$ cat src/rtl/headstone_pkg.sv
// Shared constants and types for the headstone sprite controller.
// The optional headstone lifetime feature is enabled with the HEADSTONE_FADE_EN macro.
package headstone_pkg;

    // Default number of headstone slots.
    localparam int HS_SLOTS = 4;

    // Sprite geometry: one ROM word per line, one ROM line per sprite row.
    localparam int SPR_W = 16;
    localparam int SPR_H = 32;

    // Colour used for set sprite pixels.
    localparam logic [11:0] HS_RGB = 12'h888;

    // Width of a slot index for the default slot count.
    localparam int SLOT_IDX_W = (HS_SLOTS > 1) ? $clog2(HS_SLOTS) : 1;

    // Pixel pipeline depth from *_in to *_out.
    localparam int HS_LAT = 2;

    // One headstone slot: valid flag plus the sprite's top-left corner (unclipped).
    typedef struct packed {
        logic        valid;
        logic [10:0] x;
        logic [10:0] y;
    } slot_t;

    // VGA timing bundle carried alongside each pixel.
    typedef struct packed {
        logic [10:0] hcount;
        logic [10:0] vcount;
        logic        hsync;
        logic        vsync;
        logic        hblnk;
        logic        vblnk;
    } timing_t;

    // Number of set bits in an 8-bit vector (slot count is at most 8).
    function automatic logic [3:0] popcount8(input logic [7:0] v);
        logic [3:0] n;
        n = '0;
        for (int i = 0; i < 8; i++) begin
            n = n + {3'b000, v[i]};
        end
        return n;
    endfunction

endpackage

$ cat src/rtl/headstone_slot_match.sv
// Per-slot range compare: decides whether the current pixel falls inside one
// headstone and gives the sprite row/column it maps to. Subtraction wraps, so
// a pixel left of or above the sprite produces a large offset and never hits.
module headstone_slot_match
    import headstone_pkg::*;
(
    input  logic        valid,
    input  logic [10:0] x,
    input  logic [10:0] y,
    input  logic [10:0] hcount,
    input  logic [10:0] vcount,
    output logic        hit,
    output logic [4:0]  row,
    output logic [3:0]  col
);

    logic [10:0] dx;
    logic [10:0] dy;

    assign dx  = hcount - x;
    assign dy  = vcount - y;
    assign hit = valid & (dx < 11'(SPR_W)) & (dy < 11'(SPR_H));
    assign row = dy[4:0];
    assign col = dx[3:0];

endmodule

$ cat src/rtl/headstone_ctl.sv
// Headstone controller: holds spawned headstones in a shadow table, commits
// them to the drawing table at frame start, and overlays the shared sprite ROM
// onto the pixel stream with a fixed two-cycle latency.
// Build option: define HEADSTONE_FADE_EN to give each headstone a lifetime of
// LIFE_FRAMES frames.
module headstone_ctl
    import headstone_pkg::*;
#(
    parameter int SLOTS       = HS_SLOTS,
    parameter int LIFE_FRAMES = 600
) (
    input  logic        pclk,
    input  logic        rst_n,
    input  logic [10:0] hcount_in,
    input  logic [10:0] vcount_in,
    input  logic        hsync_in,
    input  logic        vsync_in,
    input  logic        hblnk_in,
    input  logic        vblnk_in,
    input  logic [11:0] rgb_in,
    output logic [10:0] hcount_out,
    output logic [10:0] vcount_out,
    output logic        hsync_out,
    output logic        vsync_out,
    output logic        hblnk_out,
    output logic        vblnk_out,
    output logic [11:0] rgb_out,
    input  logic        spawn_valid,
    input  logic [10:0] spawn_x,
    input  logic [10:0] spawn_y,
    output logic        spawn_ready,
    input  logic        clear_all,
    output logic [4:0]  rom_addr,
    input  logic [15:0] rom_data,
    output logic [3:0]  active_cnt
);

    localparam int IDX_W = (SLOTS > 1) ? $clog2(SLOTS) : 1;

    slot_t            shadow_reg  [SLOTS];
    slot_t            active_reg  [SLOTS];
    slot_t            active_next [SLOTS];
    logic [SLOTS-1:0] next_valid;
    logic [SLOTS-1:0] expire;
    logic             vsync_prev_reg;
    logic             commit;
    logic             free_found;
    logic [IDX_W-1:0] free_idx;
    logic             spawn_fire;
    logic [3:0]       active_cnt_reg;

    // Frame start is the rising edge of vsync_in against its registered copy.
    assign commit = vsync_in & ~vsync_prev_reg;

    // Find the lowest-index free shadow slot.
    always_comb begin
        free_found = 1'b0;
        free_idx   = '0;
        for (int i = SLOTS - 1; i >= 0; i--) begin
            if (!shadow_reg[i].valid) begin
                free_found = 1'b1;
                free_idx   = IDX_W'(i);
            end
        end
    end

    assign spawn_ready = free_found & ~clear_all;
    assign spawn_fire  = spawn_valid & spawn_ready;

`ifdef HEADSTONE_FADE_EN
    logic [9:0]       life_reg [SLOTS];
    logic [SLOTS-1:0] fresh_reg;

    // A committed slot whose counter is on its last frame retires at this commit.
    always_comb begin
        expire = '0;
        for (int i = 0; i < SLOTS; i++) begin
            expire[i] = commit & active_reg[i].valid & ~fresh_reg[i] & (life_reg[i] == 10'd1);
        end
    end

    // Lifetime counters: reload for newly spawned slots, count down once per frame.
    always_ff @(posedge pclk or negedge rst_n) begin
        if (!rst_n) begin
            fresh_reg <= '0;
            for (int i = 0; i < SLOTS; i++) begin
                life_reg[i] <= '0;
            end
        end else begin
            for (int i = 0; i < SLOTS; i++) begin
                if (commit) begin
                    if (fresh_reg[i]) begin
                        life_reg[i] <= 10'(LIFE_FRAMES);
                    end else if (active_reg[i].valid && life_reg[i] != 10'd0) begin
                        life_reg[i] <= life_reg[i] - 10'd1;
                    end
                end
                // A spawn in the commit cycle lands after the copy, so it stays pending.
                if (spawn_fire && free_idx == IDX_W'(i)) begin
                    fresh_reg[i] <= 1'b1;
                end else if (commit || clear_all) begin
                    fresh_reg[i] <= 1'b0;
                end
            end
        end
    end
`else
    assign expire = '0;
`endif

    // Shadow table: clear_all beats spawns; expiring slots are freed here too.
    always_ff @(posedge pclk or negedge rst_n) begin
        if (!rst_n) begin
            for (int i = 0; i < SLOTS; i++) begin
                shadow_reg[i] <= '0;
            end
        end else if (clear_all) begin
            for (int i = 0; i < SLOTS; i++) begin
                shadow_reg[i].valid <= 1'b0;
            end
        end else begin
            for (int i = 0; i < SLOTS; i++) begin
                if (spawn_fire && free_idx == IDX_W'(i)) begin
                    shadow_reg[i] <= '{valid: 1'b1, x: spawn_x, y: spawn_y};
                end else if (expire[i]) begin
                    shadow_reg[i].valid <= 1'b0;
                end
            end
        end
    end

    // Image of the shadow table as it will appear in the active table after commit.
    always_comb begin
        for (int i = 0; i < SLOTS; i++) begin
            active_next[i]       = shadow_reg[i];
            active_next[i].valid = shadow_reg[i].valid & ~expire[i];
            next_valid[i]        = active_next[i].valid;
        end
    end

    // Active table and its population count are refreshed only at frame start.
    always_ff @(posedge pclk or negedge rst_n) begin
        if (!rst_n) begin
            vsync_prev_reg <= 1'b0;
            active_cnt_reg <= '0;
            for (int i = 0; i < SLOTS; i++) begin
                active_reg[i] <= '0;
            end
        end else begin
            vsync_prev_reg <= vsync_in;
            if (commit) begin
                active_cnt_reg <= popcount8(8'(next_valid));
                for (int i = 0; i < SLOTS; i++) begin
                    active_reg[i] <= active_next[i];
                end
            end
        end
    end

    assign active_cnt = active_cnt_reg;

    // Stage 1: per-slot hit detection.
    logic [SLOTS-1:0] hit_w;
    logic [4:0]       row_w [SLOTS];
    logic [3:0]       col_w [SLOTS];

    for (genvar gi = 0; gi < SLOTS; gi++) begin : g_match
        headstone_slot_match u_match (
            .valid  (active_reg[gi].valid),
            .x      (active_reg[gi].x),
            .y      (active_reg[gi].y),
            .hcount (hcount_in),
            .vcount (vcount_in),
            .hit    (hit_w[gi]),
            .row    (row_w[gi]),
            .col    (col_w[gi])
        );
    end

    logic       win_hit;
    logic [4:0] win_row;
    logic [3:0] win_col;

    // Priority encoder: the lowest-index hitting slot owns the ROM this pixel.
    always_comb begin
        win_hit = 1'b0;
        win_row = '0;
        win_col = '0;
        for (int i = SLOTS - 1; i >= 0; i--) begin
            if (hit_w[i]) begin
                win_hit = 1'b1;
                win_row = row_w[i];
                win_col = col_w[i];
            end
        end
    end

    assign rom_addr = win_row;

    logic        hit_q;
    logic [3:0]  col_q;
    logic [15:0] rom_data_q;
    logic [11:0] rgb_d1_reg;
    logic [11:0] rgb_out_reg;
    logic        pixel;
    timing_t     tim_reg [HS_LAT];

    // Stage 1 registers: hit, column and the ROM line fetched this cycle.
    always_ff @(posedge pclk or negedge rst_n) begin
        if (!rst_n) begin
            hit_q      <= 1'b0;
            col_q      <= '0;
            rom_data_q <= '0;
            rgb_d1_reg <= '0;
        end else begin
            hit_q      <= win_hit;
            col_q      <= win_col;
            rom_data_q <= rom_data;
            rgb_d1_reg <= rgb_in;
        end
    end

    // Bit 15 of the ROM word is the leftmost sprite pixel.
    assign pixel = rom_data_q[4'd15 - col_q];

    // Stage 2: overlay the sprite colour unless the pixel is in blanking.
    always_ff @(posedge pclk or negedge rst_n) begin
        if (!rst_n) begin
            rgb_out_reg <= '0;
        end else if (hit_q && pixel && !tim_reg[0].hblnk && !tim_reg[0].vblnk) begin
            rgb_out_reg <= HS_RGB;
        end else begin
            rgb_out_reg <= rgb_d1_reg;
        end
    end

    assign rgb_out = rgb_out_reg;

    // Timing delay line, one stage per pixel pipeline stage.
    for (genvar gi = 0; gi < HS_LAT; gi++) begin : g_tim
        // Shift the timing bundle one stage per clock.
        always_ff @(posedge pclk or negedge rst_n) begin
            if (!rst_n) begin
                tim_reg[gi] <= '0;
            end else if (gi == 0) begin
                tim_reg[gi] <= '{hcount: hcount_in, vcount: vcount_in, hsync: hsync_in,
                                 vsync: vsync_in, hblnk: hblnk_in, vblnk: vblnk_in};
            end else begin
                tim_reg[gi] <= tim_reg[(gi > 0) ? gi - 1 : 0];
            end
        end
    end

    assign hcount_out = tim_reg[HS_LAT-1].hcount;
    assign vcount_out = tim_reg[HS_LAT-1].vcount;
    assign hsync_out  = tim_reg[HS_LAT-1].hsync;
    assign vsync_out  = tim_reg[HS_LAT-1].vsync;
    assign hblnk_out  = tim_reg[HS_LAT-1].hblnk;
    assign vblnk_out  = tim_reg[HS_LAT-1].vblnk;

endmodule

$ cat config.mk
export PLATFORM = sky130hd
export DESIGN_NAME = headstone_ctl
export DESIGN_NICKNAME = d
export VERILOG_FILES = /design/src/rtl/headstone_pkg.sv /design/src/rtl/headstone_slot_match.sv /design/src/rtl/headstone_ctl.sv
export SDC_FILE = /design/constraint.sdc
export NUM_CORES = 1
export LEC_CHECK = 0
export ABC_AREA = 1
export BUFFER_PORTS_ARGS = -buffer_cell sky130_fd_sc_hd__buf_2
export CORE_MARGIN = 5
export CORE_UTILIZATION = 30
export CTS_BUF_LIST = sky130_fd_sc_hd__clkbuf_4
export DETAILED_ROUTE_END_ITERATION = 7
export SETUP_SLACK_MARGIN = 0.3
export SLEW_MARGIN = 30
export SYNTH_ARGS = -nofsm -noshare
export SYNTH_HDL_FRONTEND = slang
export SYNTH_SLANG_ARGS = --single-unit
export TNS_END_PERCENT = 1
$ cat constraint.sdc
create_clock -name pclk -period 6.85 [get_ports pclk]
set_input_delay 2.055 -clock pclk [delete_from_list [all_inputs] [get_ports pclk]]
set_output_delay 2.055 -clock pclk [all_outputs]
set_load 0.01 [all_outputs]
==> key figures <==
Logic synthesis
  – Post-synthesis area per instance: 8.53 µm²
  – Syn Inst Count: 1741
  – Number of register bits inferred by synthesis: 284
  – Cell area after synthesis: 14900 µm²
  – Most instantiated flip-flop cell in the synthesis netlist: dfrtp_1
  – Seq/Total Area, Yosys: 47.8%
  – Total of warnings raised by yosys: 0
  – Area share of the leading cell type in the synthesized netlist: 47.8%
  – Syn Nets: 1914
  – Synth cell types: 50
  – Number of synthesized flops with an enable pin: 0
  – Cell taking the most area after synthesis: dfrtp_1
  – Area contributors post-synth: dfrtp_1 (48%), nand2_1 (11%), inv_1 (7.4%)
  – Synth async-reset ratio: 100%

Finish
  – Layout cell share with drive strength beyond 1: 20.0%
  – Final cell count without fillers: 2632
  – Top library cells by usage in the layout, fill and taps aside: nand2_1 (422), inv_1 (288), dfrtp_1 (284), o21ai_0 (141), buf_2 (125)
  – Number of filler instances in the final layout: 5110
  – Final nets: 2088
  – Non-Filler Cell Area, Final: 17300 µm²
  – Area overhead of the layout relative to synthesis: 16.7%
  – Most common cell after layout, fill and taps aside: nand2_1

Power and ir drop
  – Cell Pwr Density: 307 nW/µm²
  – Sequential share of power: 40.4%
  – Fraction of power spent switching nets: 35.4%
  – Combinational Power Share: 31.1%
  – Share of power burned in the clock network: 28.5%
  – Leakage: 9.08 nW
  – Worst ir drop on vdd: 0.123 mV
  – Cell-internal power: 0.00344 W
  – Net switching component of the power: 0.00188 W

CTS
  – Number of hold buffers added after CTS: 0
  – Clock root buffer master: clkbuf_4
  – Num Clock Sinks: 284
  – Number of H-tree levels: 3
  – Maximum buffer depth of the clock tree: 3
  – Worst skew pair latency: 0.80 ns
  – Number of buffers added by the clock tree synthesis step: 81
  – TritonCTS clock tree: done
  – Clock-pin transition on the worst setup and hold timing paths: 0.06 ns

Timing
  – Fraction of the cycle the final worst path needs: 93.4%
  – Final count of hold timing violations: 0
  – Fmax: 156 MHz
  – Final-layout setup total negative slack: 0 ns
  – Setup repair after global routing missed its margin: yes
  – Final-report max-slew violation count: 0
  – Max Clock Skew: 0.0530 ns
  – Worst slew margin: 39.2%
  – Setup-violating endpoint count in the final report: 0
  – Slew at the pin closest to its max-slew limit: 0.909 ns
  – Minimum period implied by the final worst setup slack: 6.40 ns

Critical path
  – Kind of critical path: in2out
  – Category of the worst setup path capture point: output pin
  – Worst path arrival time: 4.34 ns
  – Critical Path Fanout Max: 6
  – Data required time at the worst endpoint: 4.80 ns
  – Critical path startpoint category: primary input

Min path
  – Class of the tightest hold or removal check: reg2reg

Route
  – DR pass1 iterations: 5
  – Total Routed Length: 39800 µm
  – Detail Route Antenna Nets: 0
  – Ratio of routed vias to standard cells: 4.50
  – Vias after detailed routing: 11800
  – Routed length per instance: 15.1 µm
  – Total DRC errors in the routed layout: 0
  – Detailed Route Iter0 Violations: 744

Floorplan
  – Overall die area: 54100 µm²
  – Ports placed on the boundary: 128
  – Horiz. Die Dim: 233 µm
  – Die H: 233 µm
  – Core Area: 49000 µm²
  – Number of cell rows: 81
  – Initial core utilization: 30.3%

Flow run
  – Maximum Capacitance Violations: 0

Placed design
  – Placement-stage cell area: 16100 µm²
  – Placer Congestion: 0.923
  – Cell Count Post-Placement: 2485
  – Total of buffers placed on input and output ports: 126
  – DP Wirelength: 29700 µm

Outcome
  – Status: complete, no violations

GRT
  – Wire length of the first global-routing pass: 63300 µm
  – Via count of the first global-routing pass: 11800
  – Maximum number of pins on one net before global-route repair: 114
  – Number of antenna violations at the first check in global routing: 4
  – GRT Resource Usage Total: 14.9%
  – Total congestion overflow: 0
## power by group through the flow
stage | registers (W) | clock network [W] | logic, W
after floorplan | 0.00213 | 0 | 0.00117
final | 0.00215 | 0.00152 | 0.00166
after CTS | 0.00215 | 0.00159 | 0.00163
after global placement | 0.00217 | 0 | 0.00159
after detailed placement | 0.00218 | 0 | 0.00161
after global routing | 0.00218 | 0.00168 | 0.00190
## per-stage QoR
| stage | total power [W] | hold WS, ns | setup WS (ns) | utilization, % |
|---|---|---|---|---|
| after global placement | 0.00376 | 0.333 | 0.209 | 33.0 |
| after floorplan | 0.00330 | 0.331 | 0.804 | - |
| after detailed placement | 0.00379 | 0.335 | 0.221 | 33.0 |
| final | 0.00532 | 0.341 | 0.454 | 35.4 |
| after global routing | 0.00576 | 0.349 | 0.286 | 35.4 |
| after CTS | 0.00537 | 0.342 | 0.271 | 35.0 |
## cells by family after synthesis
family,Yosys count,share of synthesized area (%)
adders and majority gates,93,8.29
other,1,0.0252
xor gates and xnor gates,39,2.35
and+or+nand+nor,685,20.4
DFF,284,47.8
AOI/OAI and AO/OA,254,9.35
muxes,24,1.82
buffers and inverters,361,9.89
## layout make-up
cell class              instances  area (µm²)  area share, %
diodes                          2        5.00         0.0289
clock buffers                 111         833           4.81
clock inverters                23         146          0.844
inverters                     300        1140           6.56
multi-input cells            1097        6410           37.0
flip-flops and latches        284        7110           41.0
well taps                     664         831           4.79
repair buffers                151         868           5.01
## layer usage
metal | track usage [%] | up-vias | routed length (µm)
li1 | - | 5859 | -
met1 | 20.5 | 5620 | 18400
met2 | 23.2 | 293 | 18000
met3 | 3.47 | 69 | 2360
met4 | 5.13 | 4 | 956
met5 | 0 | - | 26
## critical path, cell delays in order
cell	delay [ns]
buf_2	0.13
inv_2	0.07
ha_1	0.23
fa_1	0.44
o21ai_2	0.19
nand4_1	0.12
nand3_1	0.09
nand3_1	0.08
nor2_1	0.18
nand4_4	0.19
buf_4	0.20
nand3_2	0.07
nand3_2	0.07
nand2_2	0.09
buf_2	0.13
## worst paths after layout
path / from / end / slack [ns] / cells after the start
max: vcount_in[0] / rom_addr[0] / 0.45 / 15
min: tim_reg[41] / hcount_out[0] / 0.34 / 0
max reg2reg: active_next[45] / active_next[5] / 4.19 / 7
min reg2reg: tim_reg[41] / hcount_out[0] / 0.34 / 0
max in group asynchronous: rst_n / tim_reg[36] / 4.14 / 3
min in group asynchronous: rst_n / hcount_out[10] / 1.20 / 1
## timing repair
action | 4_1_cts | 5_1_grt
buffers inserted | 0 | 8
endpoints found under the setup margin | 5 | 5
cloned | 0 | 1
pin swaps | 0 | 16
resized for setup | 2 | 30
## synthesized netlist by cell type, types with 6 or more instances
cell      instances
nand3_1          63
nand2_1         426
buf_4            23
fa_1              9
inv_1           292
dfrtp_1         284
nor3_1            6
xnor2_1          15
a21oi_2           9
nand4_1          25
nand2_2          18
mux2_2           24
clkbuf_1         31
nor2_2            6
o21ai_1          18
nand3_2          14
or2_1            10
xor2_1           23
o21ai_0         141
ha_1             84
a21oi_1          55
nor2_1           94
o21bai_1         14
Note: power is estimated with default switching activity, not from simulation.
